<file path="src/rtl/morra_torneo_ctrl.sv">
// Tournament sequencer for the MorraCinese game core: configures each game, forwards
// moves, tallies game results and declares the tournament winner.
module morra_torneo_ctrl #(
    parameter int WIN_TARGET = 2,
    parameter int MAX_GAMES  = 5,
    parameter int CNT_W      = 3
) (
    input  logic             clk,
    input  logic             rst_n,
    input  logic             start,
    input  logic [3:0]       cfg_max,
    input  logic             mv_valid,
    output logic             mv_ready,
    input  logic [1:0]       mv_primo,
    input  logic [1:0]       mv_secondo,
    output logic [1:0]       core_primo,
    output logic [1:0]       core_secondo,
    output logic             core_inizia,
    input  logic [1:0]       core_manche,
    input  logic [1:0]       core_partita,
    output logic             res_valid,
    output logic [1:0]       last_manche,
    output logic [CNT_W-1:0] games_p1,
    output logic [CNT_W-1:0] games_p2,
    output logic [CNT_W-1:0] games_draw,
    output logic             busy,
    output logic             done,
    output logic [1:0]       winner
);

    // state    | meaning
    // IDLE     | waiting for start
    // CFG      | inizia cycle, cfg_max driven to the core
    // WAIT_MV  | mv_ready high, waiting for a move pair
    // ISSUE    | captured move driven to the core
    // CHECK    | core response sampled, res_valid pulsed next cycle
    // GAME_END | decide tournament winner or start next game
    // DONE     | result held until the next start
    typedef enum logic [2:0] {
        S_IDLE, S_CFG, S_WAIT_MV, S_ISSUE, S_CHECK, S_GAME_END, S_DONE
    } state_t;

    localparam logic [CNT_W-1:0] CNT_SAT = '1;
    localparam logic [CNT_W-1:0] WIN_T   = CNT_W'(WIN_TARGET);
    localparam logic [CNT_W+1:0] MAX_G   = (CNT_W+2)'(MAX_GAMES);

    state_t           state_q;
    logic             mv_ready_q, core_inizia_q, res_valid_q, busy_q, done_q;
    logic [1:0]       core_primo_q, core_secondo_q, last_manche_q, winner_q;
    logic [CNT_W-1:0] games_p1_q, games_p2_q, games_draw_q;
    logic [CNT_W+1:0] games_total;

    assign games_total = {2'b00, games_p1_q} + {2'b00, games_p2_q} + {2'b00, games_draw_q};

    always_ff @(posedge clk or negedge rst_n) begin
        if (!rst_n) begin
            state_q        <= S_IDLE;
            mv_ready_q     <= 1'b0;
            core_primo_q   <= 2'b00;
            core_secondo_q <= 2'b00;
            core_inizia_q  <= 1'b0;
            res_valid_q    <= 1'b0;
            last_manche_q  <= 2'b00;
            games_p1_q     <= '0;
            games_p2_q     <= '0;
            games_draw_q   <= '0;
            busy_q         <= 1'b0;
            done_q         <= 1'b0;
            winner_q       <= 2'b00;
        end else begin
            // core drive idles at 00/00/0 unless a state below overrides it
            mv_ready_q     <= 1'b0;
            core_primo_q   <= 2'b00;
            core_secondo_q <= 2'b00;
            core_inizia_q  <= 1'b0;
            res_valid_q    <= 1'b0;
            case (state_q)
                S_IDLE, S_DONE: begin
                    if (start) begin
                        games_p1_q     <= '0;
                        games_p2_q     <= '0;
                        games_draw_q   <= '0;
                        winner_q       <= 2'b00;
                        done_q         <= 1'b0;
                        busy_q         <= 1'b1;
                        core_inizia_q  <= 1'b1;
                        core_primo_q   <= cfg_max[3:2];
                        core_secondo_q <= cfg_max[1:0];
                        state_q        <= S_CFG;
                    end
                end
                S_CFG: begin
                    mv_ready_q <= 1'b1;
                    state_q    <= S_WAIT_MV;
                end
                S_WAIT_MV: begin
                    if (mv_valid) begin
                        core_primo_q   <= mv_primo;
                        core_secondo_q <= mv_secondo;
                        state_q        <= S_ISSUE;
                    end else begin
                        mv_ready_q <= 1'b1;
                    end
                end
                S_ISSUE: state_q <= S_CHECK;
                S_CHECK: begin
                    last_manche_q <= core_manche;
                    res_valid_q   <= 1'b1;
                    if (core_partita == 2'b00) begin
                        mv_ready_q <= 1'b1;
                        state_q    <= S_WAIT_MV;
                    end else begin
                        case (core_partita)
                            2'b01:   if (games_p1_q != CNT_SAT) games_p1_q <= games_p1_q + 1'b1;
                            2'b10:   if (games_p2_q != CNT_SAT) games_p2_q <= games_p2_q + 1'b1;
                            default: if (games_draw_q != CNT_SAT) games_draw_q <= games_draw_q + 1'b1;
                        endcase
                        state_q <= S_GAME_END;
                    end
                end
                S_GAME_END: begin
                    if (games_p1_q == WIN_T || games_p2_q == WIN_T || games_total == MAX_G) begin
                        if (games_p1_q == WIN_T)           winner_q <= 2'b01;
                        else if (games_p2_q == WIN_T)      winner_q <= 2'b10;
                        else if (games_p1_q > games_p2_q)  winner_q <= 2'b01;
                        else if (games_p2_q > games_p1_q)  winner_q <= 2'b10;
                        else                               winner_q <= 2'b11;
                        done_q  <= 1'b1;
                        busy_q  <= 1'b0;
                        state_q <= S_DONE;
                    end else begin
                        core_inizia_q  <= 1'b1;
                        core_primo_q   <= cfg_max[3:2];
                        core_secondo_q <= cfg_max[1:0];
                        state_q        <= S_CFG;
                    end
                end
                default: begin
                    busy_q  <= 1'b0;
                    state_q <= S_IDLE;
                end
            endcase
        end
    end

    assign mv_ready     = mv_ready_q;
    assign core_primo   = core_primo_q;
    assign core_secondo = core_secondo_q;
    assign core_inizia  = core_inizia_q;
    assign res_valid    = res_valid_q;
    assign last_manche  = last_manche_q;
    assign games_p1     = games_p1_q;
    assign games_p2     = games_p2_q;
    assign games_draw   = games_draw_q;
    assign busy         = busy_q;
    assign done         = done_q;
    assign winner       = winner_q;

endmodule

</file>
<file path="config.mk">
export PLATFORM = sky130hd
export DESIGN_NAME = morra_torneo_ctrl
export DESIGN_NICKNAME = d
export VERILOG_FILES = /design/src/rtl/morra_torneo_ctrl.sv
export SDC_FILE = /design/constraint.sdc
export NUM_CORES = 1
export LEC_CHECK = 0
export CAP_MARGIN = 10
export CORE_AREA = 2 2 81 83
export DETAILED_ROUTE_END_ITERATION = 8
export DIE_AREA = 0 0 83 85
export SETUP_SLACK_MARGIN = 0.2
export SYNTH_ARGS = -nofsm -noshare
export SYNTH_HDL_FRONTEND = slang
export SYNTH_SLANG_ARGS = --single-unit
</file>
<file path="constraint.sdc">
create_clock -name clk -period 3.5 [get_ports clk]
set_input_delay 0.7 -clock clk [delete_from_list [all_inputs] [get_ports clk]]
set_output_delay 0.7 -clock clk [all_outputs]
set_load 0.01 [all_outputs]
</file>
==> reports/qor.csv <==
metric,value,unit
Cell Rows,29,
outcome,completed,
Post-CTS Setup Bufs,0,
slowest CP cell,fa_1,
initial DRC count,41,
Max Clock Freq,0.342,GHz
main flop type after synthesis,dfrtp_1,
Crit Path Max Fanout,6,
Top delay family on crit path,adder cells,
DP HPWL,2.64,mm
Worst-Margin Slew,486,ps
DRT Pass-1 Iters,4,
Hold Path Class,flop to flop,
total CTS buffers,3,
RD Place Congestion,0.816,
final setup fails,0,
post-synth top area cell,dfrtp_1,
vias per std cell,4.46,
Total GRT Usage,9.59,%
worst-case hold slack,493,ps
number of global-route vias before repair,1203,
Yosys warning total,0,
CTS Hold Bufs,0,
crit-path cells,fa_1 -> ha_1 -> fa_1 -> inv_1 -> a2111o_1 -> o21ai_2 -> nor3b_4 -> mux2i_1,
Post-Synthesis Cell Area,1490,µm²
Final Cycle Share,83.5,%
CTS resizes,0,
post-synth top area share,42.1,%
RSZ-0062 raised after global routing,no,
endpoint class of the critical path,flop,
CTS sink count,25,
Startpoint Class,flop,
worst vdd ir,0.000249,V
largest net degree at the start of global routing,26,
Slew HR,67.3,%
async set-reset flop share out of synthesis,100,%
Most common cell on crit path,fa_1,
TritonCTS clock tree,done,
"EDFF count, synth",0,
core area,6200,µm²
Starting Density,24.0,%
final hold viol count,0,
leakage,0.931,nW
Clock Path Buffers,2,
part of the Yosys area used for sequential elements,42.1,%
max-slew violations,0,
global-route wire length before repair,5.53,mm
Syn-to-layout area delta,34.3,%
clock slew at reported path FFs,100,ps
DRC viols,0,
PD cells,557,nW/µm²
skew final,7.20,ps
syn_area_per_cell,10.3,µm²
Synth area leaders,"dfrtp_1 42%, ha_1 13%, fa_1 5.4%, nand2_1 5.1%, inv_1 3.5%",
die area,7060,µm²
H-tree Lvls,1,
Critical path origin,games_p1[1]$_DFFE_PN0P_,
Crit Path Class,flop to flop,
# nets final,220,
Max-cap violations,0,
worst reg2reg startpoint,games_p1[1]$_DFFE_PN0P_,
synth unique cells,34,
Routed WL,3.21,mm
antenna-violating nets left,0,
Buffers & Inverters on Critical Path,1,
Ant. Diodes,0,
sum of negative setup slack,0,ps
Yosys reg bits,25,
syn_nets,180,
WP data arrival,3120,ps
initial antenna violation count,0,
"slowest stage delay, CP",500,ps
per-cell routed wire length,12.4,µm
hold wc startpoint,last_manche[1]$_DFFE_PN0P_,
share of cells above drive strength 1,6.01,%
"Remaining Overflow, GRT",0,
minimum clock period,2920,ps
Die X-Extent,83,µm
I/O pins,38,
CP required,3700,ps
Die Y-Extent,85,µm
clk root buf,clkbuf_8,
Port Buffer Count,37,
Synth Instances,144,
Skew-Pair Late Insertion Delay,270,ps
DR vias,1160,
state kept, by name, indices dropped and copies added (netlist names):
| name | cells |
|---|---|
| busy | 1 |
| core_inizia | 1 |
| core_primo | 2 |
| core_secondo | 2 |
| done | 1 |
| games_draw | 3 |
| games_p1 | 3 |
| games_p2 | 3 |
| last_manche | 2 |
| mv_ready | 1 |
| res_valid | 1 |
| state_q | 3 |
| winner | 2 |
tightest hold or removal path, stage by stage, from the launching register on:
cell and delay, ps:
dfrtp_1 360, nand2_1 50, nand2_1 60
kinds of logic (layout without fill, tap and decap cells):
logic type	Yosys count	in the layout	share of synthesized area [%]
mux	3	3	2.10
compound gates	34	34	17.2
simple gates	44	44	14.7
buf+inv	17	56	4.46
flops	25	25	42.1
fa+ha+maj	20	20	18.9
xor+xnor	1	1	0.589
area by class of cell:
cell class / count / area (µm²)
Clock buffer: 3 / 41.3
Clock inverter: 1 / 7.51
Fill cell: 645 / 4210
Inverter: 14 / 52.6
Multi-Input combinational cell: 102 / 795
Sequential cell: 25 / 626
Tap cell: 77 / 96.3
Timing Repair Buffer: 38 / 378
Yosys cell counts, types with 2 or more instances:
cell / instances
nor2_1: 7
buf_2: 2
mux2i_1: 2
o221ai_1: 3
dfrtp_1: 25
o21bai_1: 2
nor2b_1: 6
a22o_1: 6
o21ai_0: 6
a21oi_1: 6
inv_1: 14
ha_1: 16
fa_1: 4
nand2b_1: 4
a32o_1: 2
nand3_1: 2
nand2_1: 20
final timing paths:
| check | endpoint | slack (ps) | cells after the start |
|---|---|---|---|
| setup / recovery | winner[0]$_DFFE_PN0P_ | 580 | 8 |
| hold / removal | last_manche[1]$_DFFE_PN0P_ | 490 | 2 |
| setup reg to reg | winner[0]$_DFFE_PN0P_ | 580 | 8 |
| hold reg to reg | last_manche[1]$_DFFE_PN0P_ | 490 | 2 |
| max in group asynchronous | games_p2[0]$_DFFE_PN0P_ | 2470 | 2 |
| min in group asynchronous | games_draw[0]$_DFFE_PN0P_ | 780 | 2 |
per-layer routing:
| metal | routed length (µm) | GRT usage, % | vias up |
|---|---|---|---|
| met1 | 1450 | 12.3 | 551 |
| met5 | 0 | 0 | - |
| li1 | - | - | 582 |
| met3 | 114 | 1.56 | 4 |
| met4 | 27 | 2.24 | 0 |
| met2 | 1620 | 16.9 | 23 |
cell usage in the layout (no fill, tap or decap):
cell type / n
o21a_1: 1
nor3_1: 1
o21ai_0: 6
a21o_2: 1
o21ai_2: 1
a2bb2oi_1: 1
o32ai_1: 1
nand3_1: 2
xnor2_1: 1
mux2i_1: 2
nor2_1: 7
mux2_2: 1
dfrtp_1: 25
nand2_1: 20
clkbuf_8: 3
o221ai_1: 3
inv_1: 14
nor4_1: 1
ha_1: 16
or3b_1: 1
o31ai_2: 1
a22o_1: 6
clkinvlp_4: 1
clkdlybuf4s50_1: 37
a21oi_1: 6
fa_1: 4
and3_1: 1
a2111o_1: 1
nor3b_4: 1
nor2b_1: 6
a31oi_1: 1
o21bai_1: 2
a31o_2: 1
buf_4: 1
a32o_1: 2
nand2b_1: 4
power by group:
group	internal [mW]	leakage [nW]	total [mW]	switching, mW
registers	0.367	0.332	0.445	0.0784
clock network	0.0807	0.0217	0.179	0.0981
logic	0.255	0.577	0.487	0.232
metrics by stage:
step                      cell area, µm²  cells  util, %  setup slack [ps]  power [mW]
after detailed placement            1950    256     31.4               564       0.949
after global placement              1950    256     31.4               629       0.948
after floorplan                     1490    144        -               699       0.720
after global routing                2000    260     32.2               441        1.20
final                               2000    260     32.2               576        1.11
after CTS                           2000    260     32.2               556        1.13
No activity file was read; power rests on OpenSTA's default activity.
